[src/rtl/pipe_status_unit.sv]
// Y86 pipeline status/exception controller: registered status code, first-fault capture,
// RUN/DRAIN/STOPPED sequencing with restart and a saturating fault counter.
module pipe_status_unit #(
  parameter int unsigned ICODE_W      = 4,
  parameter int unsigned HALT_ICODE   = 0,
  parameter int unsigned PC_W         = 64,
  parameter int unsigned DRAIN_CYCLES = 4,
  parameter int unsigned CNT_W        = 8
) (
  input  logic               clk,
  input  logic               rst,
  input  logic               valid,
  input  logic [ICODE_W-1:0] icode,
  input  logic [PC_W-1:0]    pc,
  input  logic               memory_error,
  input  logic               instr_valid,
  input  logic               halt,
  input  logic               clear,
  output logic [2:0]         stat,
  output logic               running,
  output logic               stopped,
  output logic               commit_en,
  output logic [7:0]         drain_left,
  output logic [PC_W-1:0]    fault_pc,
  output logic [CNT_W-1:0]   exc_count
);

  localparam logic [2:0] STAT_AOK = 3'd1;
  localparam logic [2:0] STAT_HLT = 3'd2;
  localparam logic [2:0] STAT_ADR = 3'd3;
  localparam logic [2:0] STAT_INS = 3'd4;

  typedef enum logic [1:0] {ST_RUN = 2'd0, ST_DRAIN = 2'd1, ST_STOPPED = 2'd2} state_t;

  state_t           state_q;
  logic [2:0]       stat_q;
  logic             running_q;
  logic             stopped_q;
  logic [7:0]       drain_left_q;
  logic [PC_W-1:0]  fault_pc_q;
  logic [CNT_W-1:0] exc_count_q;

  logic             fault;
  logic [2:0]       cause;
  logic [CNT_W-1:0] exc_count_d;

  always_comb begin
    fault = valid && (memory_error || !instr_valid || halt || (icode == ICODE_W'(HALT_ICODE)));
    if (memory_error) begin
      cause = STAT_ADR;
    end else if (!instr_valid) begin
      cause = STAT_INS;
    end else begin
      cause = STAT_HLT;
    end
    exc_count_d = (&exc_count_q) ? exc_count_q : exc_count_q + CNT_W'(1);
  end

  // DRAIN only counts down; causes and clear are not sampled there, so the first fault wins.
  always_ff @(posedge clk or posedge rst) begin
    if (rst) begin
      state_q      <= ST_RUN;
      stat_q       <= STAT_AOK;
      running_q    <= 1'b1;
      stopped_q    <= 1'b0;
      drain_left_q <= 8'd0;
      fault_pc_q   <= '0;
      exc_count_q  <= '0;
    end else begin
      case (state_q)
        ST_RUN: begin
          if (fault) begin
            stat_q      <= cause;
            fault_pc_q  <= pc;
            exc_count_q <= exc_count_d;
            running_q   <= 1'b0;
            if (DRAIN_CYCLES == 0) begin
              state_q      <= ST_STOPPED;
              stopped_q    <= 1'b1;
              drain_left_q <= 8'd0;
            end else begin
              state_q      <= ST_DRAIN;
              drain_left_q <= 8'(DRAIN_CYCLES);
            end
          end
        end
        ST_DRAIN: begin
          if (drain_left_q <= 8'd1) begin
            state_q      <= ST_STOPPED;
            stopped_q    <= 1'b1;
            drain_left_q <= 8'd0;
          end else begin
            drain_left_q <= drain_left_q - 8'd1;
          end
        end
        ST_STOPPED: begin
          if (clear) begin
            state_q   <= ST_RUN;
            stat_q    <= STAT_AOK;
            running_q <= 1'b1;
            stopped_q <= 1'b0;
          end
        end
        default: begin
          state_q      <= ST_RUN;
          stat_q       <= STAT_AOK;
          running_q    <= 1'b1;
          stopped_q    <= 1'b0;
          drain_left_q <= 8'd0;
        end
      endcase
    end
  end

  // Only combinational output: a halting instruction still commits, ADR/INS ones do not.
  assign commit_en  = running_q && !(valid && (memory_error || !instr_valid));
  assign stat       = stat_q;
  assign running    = running_q;
  assign stopped    = stopped_q;
  assign drain_left = drain_left_q;
  assign fault_pc   = fault_pc_q;
  assign exc_count  = exc_count_q;

endmodule

[config.mk]
export PLATFORM = sky130hd
export DESIGN_NAME = pipe_status_unit
export DESIGN_NICKNAME = d
export VERILOG_FILES = /design/src/rtl/pipe_status_unit.sv
export SDC_FILE = /design/constraint.sdc
export NUM_CORES = 1
export LEC_CHECK = 0
export CORE_MARGIN = 8
export CORE_UTILIZATION = 42
export DETAILED_ROUTE_END_ITERATION = 7
export PLACE_DENSITY = 0.78
export SLEW_MARGIN = 40
export SYNTH_ARGS = -nofsm -noshare
export SYNTH_HDL_FRONTEND = slang
export SYNTH_SLANG_ARGS = --single-unit
[constraint.sdc]
create_clock -name clk -period 2.94 [get_ports clk]
set_input_delay 0.294 -clock clk [delete_from_list [all_inputs] [get_ports clk]]
set_output_delay 0.294 -clock clk [all_outputs]
set_load 0.03 [all_outputs]
==> qor.json <==
{
  "yosys.area_share.simple_pct": 8.25,
  "grt_pass1_wl_microns": 15400,
  "io-pin-count": 161,
  "coreArea_sq_um": 8220,
  "cts.hold.buffers_added": 0,
  "min_period_ps": 2150,
  "clock_tree.root_cell": "clkbuf_8",
  "synth.ff_latch_count": 87,
  "count_of_cells_resized_by_post_cts_repair": 0,
  "finalSetupViolations": 0,
  "insertedDiodeCount": 0,
  "first_pass_detailed_route_iteration_total": 4,
  "share_of_async_settable_or_async_resettable_flops_after_synthesis_pct": 100,
  "final_layout_size_suffix_gt1_share_pct": 21.7,
  "initial_core_util_pct": 43.4,
  "synthesis.area_sq_um": 3560,
  "seq_power_share_pct": 32.2,
  "routed-via-count": 2657,
  "critPathLaunchType": "input port",
  "die_w_microns": 108,
  "reg2reg_setup_slack_ps": 990,
  "final.setup.worst_slack_ps": 787,
  "synth_adder_area_share_pct": 1.05,
  "final.setup_skew_ps": 15.4,
  "grt-ovfl-total": 0,
  "timing_worst_slew_pin_value_ps": 666,
  "rsz_0062_raised_after_global_routing": "false",
  "synthMuxAreaShare_pct": 21.1,
  "report.power.total_mw": 6.74,
  "grt_antenna_before_repair": 0,
  "synthXorXnorAreaFrac_pct": 1.72,
  "max_rail_drop_vdd_mv": 0.582,
  "result_of_the_run": "complete, no violations",
  "switching_share_pct": 41.1,
  "switching_power_mw": 2.77,
  "power-per-cell-area_nw_per_um2": 1220,
  "leakage_dissipation_nw": 2.28,
  "htreeDepth": 3,
  "wl_per_cell_microns": 18.2,
  "clock_sink_count": 87,
  "critPathLaunch": "instr_valid",
  "drcViolationCount": 0,
  "cts_buffer_depth": 2,
  "fmaxAchievable_mhz": 465,
  "holdCritPathClass": "in2async",
  "synthFlopType": "dfrtp_1",
  "grt_usage_pct": 16.7,
  "grt-busiest-layer": "met2",
  "preCtsSetupSlack_ps": 411,
  "tritoncts_clock_tree": "yes",
  "p_clk_share_pct": 14.0,
  "share_of_the_clock_period_used_by_the_worst_path_after_layout_pct": 73.2,
  "layout.filler_cells": 634,
  "report.final.hold_viol_count": 0,
  "regToRegEndpoint": "drain_left[7]",
  "route.final.wire_length_microns": 9620,
  "detail-route-antenna-nets": 0,
  "postSynthNetCount": 332,
  "tritoncts.num_buffers": 9,
  "synth-edff-count": 0,
  "grt.met1_usage_pct": 17.4,
  "synthesis.instances": 254,
  "timing_max_transition_violations_final": 0,
  "synth_compound_gate_area_share_pct": 4.74,
  "timing.critical_path.arrival_ps": 2380,
  "gpl.final_weighted_congestion": 0.796,
  "place.detailed.hpwl_microns": 7300,
  "critPathCapture": "fault_pc[38]",
  "yosys.cell_types.count": 41,
  "placedInstanceArea_sq_um": 5280,
  "finalInstanceArea_sq_um": 5510,
  "internal-power_mw": 3.97,
  "cp-end-kind": "flip-flop",
  "grt_start_max_net_pins": 65,
  "finish.net_count": 497,
  "cts_post_setup_buffers_inserted": 0,
  "critical_path_peak_fanout": 64,
  "worst_slew_margin_rel_pct": 55.2,
  "grt_use_met3_pct": 7.61,
  "clock_insertion_delay_worst_skew_ps": 340,
  "dieArea_sq_um": 11700,
  "synthToLayoutAreaGrowth_pct": 54.6,
  "detail_route.vias_per_cell": 5.02,
  "worst-endpoint-required_ps": 3160,
  "r2r.worst_path.cells": 6,
  "largest_family_of_logic_cells_by_synthesized_area": "multiplexers",
  "die_y_microns": 108,
  "syn-mean-instance-area_sq_um": 14.0,
  "worst_setup_hold_path_clk_slew_ps": 80,
  "start_to_end_type_of_the_worst_setup_path": "in2reg",
  "number_of_global_route_vias_before_repair": 2959,
  "worstReg2RegStart": "drain_left[0]",
  "max-cap-violations": 0,
  "setup_total_negative_slack_ps": 0,
  "grtUsageMet2_pct": 29.2,
  "fp-row-count": 33,
  "comb_power_share_pct": 53.8,
  "synth_sequential_area_ratio_pct": 61.1,
  "place.port_buffers": 160,
  "yosysWarnings": 0,
  "drtIter0Drc": 99
}
## cell usage after synthesis (2+ instances only)
cell type	number	share of area, %
a21boi_0	3	0.63
a21oi_1	3	0.42
and4_1	2	0.49
buf_2	6	0.84
buf_6	2	0.63
dfrtp_1	85	60
dfstp_2	2	1.5
ha_1	3	1.1
inv_1	4	0.42
mux2_2	65	21
mux2i_1	2	0.56
nand2_1	14	1.5
nand2b_1	5	0.88
nand3_1	5	0.70
nor2_1	5	0.53
nor2b_1	2	0.35
nor3_1	9	1.3
nor3b_1	2	0.42
o21ai_0	7	0.98
o21bai_1	2	0.42
xor2_1	6	1.5
## power groups by stage
stage	sequential (mW)	combinational, mW	clock, mW
global route	2.26	3.84	1.02
global placement	2.16	3.63	0
detailed placement	2.19	3.67	0
CTS	2.18	3.68	0.970
floorplan	3.28	1.00	0
finish	2.17	3.63	0.942
## registers in the layout, indices dropped and copies added (netlist names)
name	cells
stat	3
fault_pc	64
state_q	2
stopped	1
exc_count	8
drain_left	8
running	1
## kinds of logic (layout without fill, tap and decap cells)
| family | Yosys count | count (layout) |
|---|---|---|
| compound gates | 25 | 25 |
| xor+xnor | 7 | 7 |
| fa+ha+maj | 3 | 3 |
| buf+inv | 13 | 183 |
| flops | 87 | 87 |
| mux | 67 | 67 |
| simple gates | 52 | 52 |
## final cells by class
type | instances | area [sq um] | area share (%)
Tap cell | 105 | 131 | 2.38
Inverter | 4 | 16.3 | 0.295
Multi-Input combinational cell | 154 | 1320 | 23.9
Clock inverter | 4 | 77.6 | 1.41
Sequential cell | 87 | 2180 | 39.5
Timing Repair Buffer | 163 | 1640 | 29.7
Clock buffer | 12 | 155 | 2.81
## layout by cell type (no fill, tap or decap), drive strengths merged, types with 3 or more instances in the layout
cell	instances
inv	3
nand2b	5
buf	3
ha	3
nor3	9
mux2	65
nand2	14
nand3	5
a21oi	3
clkbuf	12
o21ai	7
xor2	6
dfrtp	85
nor2	5
clkdlybuf4s50	160
clkinv	3
a21boi	3
## layer usage
layer	up-vias	routed length [microns]	share of wire (%)
met4	0	131	1.4
met3	11	970	10
li1	1232	-	-
met5	-	0	0
met1	1327	3470	36
met2	87	5040	52
## worst max-delay path, stage by stage
cell and delay (ps):
clkdlybuf4s50_1 520, nor3b_1 310, a211o_2 460, buf_12 340
mux2_2 380
## worst min-delay path by stage
stage	start	endpoint	slack, ps	depth (start not counted)
6_report	rst	fault_pc[20]	110	2
3_3_place_gp	running	running	460	2
4_1_cts	rst	fault_pc[20]	90	2
5_1_grt	rst	fault_pc[20]	90	2
2_1_floorplan	memory_error	stat[0]	420	2
3_5_place_dp	rst	fault_pc[20]	470	2
## per-stage QoR
| step | util (%) | std cells | hold WS (ps) |
|---|---|---|---|
| global placement | 64.2 | 513 | 458 |
| detailed placement | 64.2 | 513 | 466 |
| floorplan | - | 254 | 424 |
| CTS | 67.1 | 529 | 87.5 |
| global route | 67.1 | 529 | 93.8 |
| finish | 67.1 | 529 | 110 |
(Power assumes the default switching activity.)
